===== src/rtl/bin2bcd_pkg.sv =====
// Shared definitions for the sequential binary-to-BCD converter:
// FSM encoding, digit adjust threshold and an elaboration-time power helper.
package bin2bcd_pkg;

  typedef enum logic [1:0] {
    IDLE  = 2'd0,
    SHIFT = 2'd1,
    DONE  = 2'd2
  } state_t;

  localparam logic [3:0] BCD_ADJ_THRESH = 4'd5;

  // 10^n, used only to validate the digit count against the input width
  function automatic logic [63:0] pow10(input int n);
    logic [63:0] p;
    p = 64'd1;
    for (int i = 0; i < n; i++) begin
      p = p * 64'd10;
    end
    return p;
  endfunction

endpackage


===== src/rtl/bin2bcd_seq_add3.sv =====
// Double-dabble digit correction: a BCD digit of 5 or more gets +3 so the
// following left shift carries correctly into the next decimal digit.
module bcd_add3
  import bin2bcd_pkg::*;
(
  input  logic [3:0] d,
  output logic [3:0] q
);

  // Per-digit conditional +3, truncated to 4 bits
  always_comb begin
    if (d >= BCD_ADJ_THRESH) begin
      q = d + 4'd3;
    end else begin
      q = d;
    end
  end

endmodule


===== src/rtl/bin2bcd_seq.sv =====
// Sequential double-dabble converter, one shift per clock, with valid/ready
// on both sides and a separate output register so partial digits never show.
module bin2bcd_seq
  import bin2bcd_pkg::*;
#(
  parameter int W      = 8,
  parameter int DIGITS = 3
) (
  input  logic                  clk,
  input  logic                  rst,
  input  logic                  in_valid,
  output logic                  in_ready,
  input  logic [W-1:0]          in_bin,
  output logic                  out_valid,
  input  logic                  out_ready,
  output logic [4*DIGITS-1:0]   out_bcd
);

  localparam int CW = $clog2(W + 1);

  if (pow10(DIGITS) <= ((64'd1 << W) - 64'd1)) begin : g_digits_too_few
    $fatal(1, "bin2bcd_seq: DIGITS too small to hold 2^W-1");
  end

  state_t                state_r;
  state_t                next_state_s;
  logic [CW-1:0]         cnt_r;
  logic [W-1:0]          bin_r;
  logic [4*DIGITS-1:0]   scratch_r;
  logic [4*DIGITS-1:0]   adj_s;
  logic [4*DIGITS-1:0]   scratch_nxt_s;
  logic [W-1:0]          bin_nxt_s;
  logic [4*DIGITS-1:0]   out_bcd_r;

  for (genvar g = 0; g < DIGITS; g++) begin : g_adj
    bcd_add3 u_add3 (
      .d (scratch_r[4*g +: 4]),
      .q (adj_s[4*g +: 4])
    );
  end

  // Adjusted digits and binary MSB shift together as one wide register
  assign scratch_nxt_s = {adj_s[4*DIGITS-2:0], bin_r[W-1]};
  assign bin_nxt_s     = {bin_r[W-2:0], 1'b0};

  // FSM state register
  always_ff @(posedge clk) begin
    if (rst) begin
      state_r <= IDLE;
    end else begin
      state_r <= next_state_s;
    end
  end

  // FSM next-state logic
  always_comb begin
    next_state_s = state_r;
    case (state_r)
      IDLE: begin
        if (in_valid) begin
          next_state_s = SHIFT;
        end else begin
          next_state_s = IDLE;
        end
      end
      SHIFT: begin
        if (cnt_r == CW'(1)) begin
          next_state_s = DONE;
        end else begin
          next_state_s = SHIFT;
        end
      end
      DONE: begin
        if (out_ready) begin
          next_state_s = IDLE;
        end else begin
          next_state_s = DONE;
        end
      end
      default: begin
        next_state_s = IDLE;
      end
    endcase
  end

  // Datapath: load on accept, shift while converting, publish on last shift
  always_ff @(posedge clk) begin
    if (rst) begin
      cnt_r     <= '0;
      bin_r     <= '0;
      scratch_r <= '0;
      out_bcd_r <= '0;
    end else begin
      case (state_r)
        IDLE: begin
          if (in_valid) begin
            bin_r     <= in_bin;
            scratch_r <= '0;
            cnt_r     <= CW'(W);
          end
        end
        SHIFT: begin
          bin_r     <= bin_nxt_s;
          scratch_r <= scratch_nxt_s;
          cnt_r     <= cnt_r - CW'(1);
          if (cnt_r == CW'(1)) begin
            out_bcd_r <= scratch_nxt_s;
          end
        end
        default: begin
        end
      endcase
    end
  end

  assign in_ready  = (state_r == IDLE);
  assign out_valid = (state_r == DONE);
  assign out_bcd   = out_bcd_r;

endmodule


===== config.mk =====
export PLATFORM = sky130hd
export DESIGN_NAME = bin2bcd_seq
export DESIGN_NICKNAME = d
export VERILOG_FILES = /design/src/rtl/bin2bcd_pkg.sv /design/src/rtl/bin2bcd_seq_add3.sv /design/src/rtl/bin2bcd_seq.sv
export SDC_FILE = /design/constraint.sdc
export NUM_CORES = 1
export LEC_CHECK = 0
export CAP_MARGIN = 20
export CORE_UTILIZATION = 48
export CTS_CLUSTER_SIZE = 30
export DETAILED_ROUTE_END_ITERATION = 16
export PLACE_DENSITY = 0.77
export REMOVE_ABC_BUFFERS = 1
export SLEW_MARGIN = 20
export SYNTH_ARGS = -nofsm -noshare
export SYNTH_HDL_FRONTEND = slang
export SYNTH_SLANG_ARGS = --single-unit
export TNS_END_PERCENT = 1

===== constraint.sdc =====
create_clock -name clk -period 1.45 [get_ports clk]
set_input_delay 0.3625 -clock clk [delete_from_list [all_inputs] [get_ports clk]]
set_output_delay 0.3625 -clock clk [all_outputs]
set_load 0.02 [all_outputs]

==> results.ini <==
[timing]
fin_worst_skew_ps = 7.48
fmax_mhz = 699
slew_headroom_pct = 78.9
fin_worst_hold_slack_ps = 484
setup_violations = 0
tightestPinTransition_ps = 317
hold_viol = 0
setup_tns_ps = 0
min_period_ps = 1430
finalCritPeriodShare_pct = 98.6
drv_slew = 0
rsz0062_at_grt = yes

[grt]
grt_pass1_vias = 1517
track_usage_pct = 21.0
antenna_found_initial = 0
grt_max_degree = 20
grt_overflow = 0
grt_pass1_wl_mm = 6.68

[worst_setup_path]
timing.rr.end = scratch_r[6]
cp.arrival_ps = 1660
r2r_cells = 6
worstSetupPathType = reg2reg
worstPathRequired_ps = 1680
cp_max_fo = 3
startpoint_type = flop
path_cells = inv_1 -> ha_1 -> nand2b_4 -> a21oi_2 -> mux2_4 -> o21ai_0
cp-end-kind = flop
path_buf_inv = 1
rrSetupSlack_ps = 20
worstReg2RegStart = scratch_r[5]
startpoint = scratch_r[5]
path_delay_family = flip-flops
critPathMaxStageDelay_ps = 330
crit_slowest_cell = dfxtp_1

[routing]
drc = 0
drt_wl_total_mm = 3.92
firstDrtPassIters = 4
drt-initial-drc-count = 60
dr_wl_met3_microns = 123
route.vias.total = 1606
m1WireLength_mm = 1.89
met2WireLength_mm = 1.84
top_layer = met4
ant_nets = 0
wl_per_cell_microns = 13.2
vias_per_cell = 5.43

[clocking]
clock_latency_ps = 300
cts.htree.levels = 2
clock-sinks = 38
path_clk_slew_ps = 80
root_buffer = clkbuf_8
clk_path_buf_depth = 2
cts_tree = built
cts_buffers = 5

[pwr]
ir_worst_vdd_v = 0.000775
power.leakage_nw = 1.00
power_density_nw_per_um2 = 1010
p_total_w = 0.00259

[synth]
synth-seq-cells = 38
synth_ff_type = dfxtp_1
synth_edf_count = 0
synth_cell_types = 33
ys_seq_area_share_pct = 42.1
syn_inst = 199
synth_area_sq_um = 1810
async_flop_share_pct = 0
syn_avg_cell_area_sq_um = 9.08
yosysWarnings = 0

[layout]
seqCellArea_sq_um = 764
layout-drive-gt1-share_pct = 31.6
multi_input_area_sq_um = 1070
final.fill_count = 268
syn2layout_area_growth_pct = 41.3
nets = 269
utilization_pct = 73.6
final_cells = 296
diodes = 0

[placement]
gp_congestion = 0.848
place_inst = 288
port_buffers = 25
dpl.hpwl_mm = 2.58

[flow_run]
drv_cap = 0

[min_path]
hold-path-endpoint = bin_r[1]
hold_path_depth = 2
hold_class = reg2reg
worstHoldStart = bin_r[0]

[floorplanning]
ios = 26
die_h_microns = 63.4
dieWidth_microns = 63.4
fp-row-count = 21
core-area_sq_um = 3470
start_util_pct = 52.1
fp.dieArea_sq_um = 4010

[status]
status = completed

[worst min-delay path, delay by kind of cell (launching register included)]
| kind | cells | cell delay, ps |
|---|---|---|
| DFF | 1 | 320 |
| AOI/OAI and AO/OA | 1 | 70 |
| and+or+nand+nor | 1 | 50 |
[metrics by stage]
step	instance area, sq um	setup slack (ps)
final	2550	20.1
after global routing	2550	-46.7
after CTS	2450	-43.2
after detailed placement	2300	-244
after global placement	2300	-207
after floorplan	1730	-63.4
[cell type report]
| type | instances | share of cell area, % |
|---|---|---|
| timing repair buffer | 55 | 19.1 |
| clock inverter | 3 | 2.69 |
| clock buffer | 5 | 2.69 |
| multi-input combinational | 140 | 42.0 |
| sequential | 38 | 29.9 |
| inverter | 9 | 1.32 |
| tap | 46 | 2.25 |
[state kept, by name, indices dropped and copies added (netlist names)]
register / flops
cnt_r: 4
state_r: 2
out_bcd: 12
bin_r: 8
scratch_r: 12
[layer usage]
layer / up-vias / track usage [%]
met5: - / 0
met4: 0 / 7.10
met3: 8 / 5.43
met2: 31 / 35.2
met1: 760 / 25.9
li1: 807 / -
[cell usage in the layout, fill, tap and decap left out, drive strengths merged]
cell,netlist,final
or2,1,1
nor2,24,24
nand3b,4,4
ha,8,8
a211oi,7,7
a311oi,8,8
nand3,3,3
mux2,3,3
clkinv,0,1
inv,9,9
nor3,4,4
o32ai,5,5
nand2,15,15
a22oi,1,1
mux2i,1,1
dfxtp,38,38
o21ai,10,10
and2b,1,1
clkbuf,5,5
bufinv,0,2
nor2b,2,2
and4b,1,1
o22ai,6,6
a21oi,14,14
nor3b,6,6
dlygate4sd2,0,12
xnor2,3,3
a32oi,1,1
nand2b,12,12
clkdlybuf4s50,0,11
buf,7,32
[timing repair]
item	4_1_cts	5_1_grt
buffers inserted	0	0
hold buffers	0	0
pin swaps	2	3
gates cloned	0	0
resized for setup	28	25
endpoints found under the setup margin	22	18
[how the worst max path moves through the flow]
stage | cells past startpoint | to | slack, ps
3_5_place_dp | 5 | scratch_r[3] | -240
4_1_cts | 2 | in_ready | -40
3_3_place_gp | 5 | scratch_r[3] | -210
5_1_grt | 6 | scratch_r[6] | -50
2_1_floorplan | 4 | out_bcd[10] | -60
6_report | 6 | scratch_r[6] | 20
[logic make-up after synthesis]
family,count (synthesis),synth area share (%)
simple gates,73,20.8
compound gates,52,21.7
flops,38,42.1
buf+inv,21,5.96
fa+ha+maj,8,5.54
mux,4,2.42
xor+xnor,3,1.45
[cells in the mapped netlist, types with 2 or more instances]
cell | instances | area, sq um
inv_1 | 9 | 33.8
nand3_1 | 3 | 15.0
nor3_1 | 4 | 20.0
o22ai_1 | 6 | 37.5
xnor2_1 | 3 | 26.3
nor2_2 | 2 | 12.5
o32ai_1 | 5 | 43.8
buf_6 | 2 | 22.5
buf_2 | 2 | 10.0
o21ai_0 | 10 | 50.1
ha_1 | 8 | 100
nor2_1 | 22 | 82.6
a21oi_1 | 14 | 70.1
mux2_2 | 3 | 33.8
dfxtp_1 | 38 | 761
a311oi_2 | 6 | 90.1
a211oi_2 | 3 | 37.5
nor2b_1 | 2 | 12.5
nand2_1 | 15 | 56.3
clkbuf_1 | 5 | 18.8
nand3b_1 | 4 | 30.0
a311oi_1 | 2 | 17.5
a211oi_1 | 4 | 30.0
nor3b_1 | 6 | 45.0
buf_4 | 3 | 22.5
nand2b_1 | 11 | 68.8
[report_power, final]
group / leakage, nW / internal [W] / switching [W] / total [W]
Combinational: 0.620 / 0.000181 / 0.000182 / 0.000362
Sequential: 0.311 / 0.00109 / 0.0000296 / 0.00112
Clock: 0.0683 / 0.000690 / 0.000419 / 0.00111
Total: 1.00 / 0.00196 / 0.000630 / 0.00259
No activity file was read; power rests on OpenSTA's default activity.
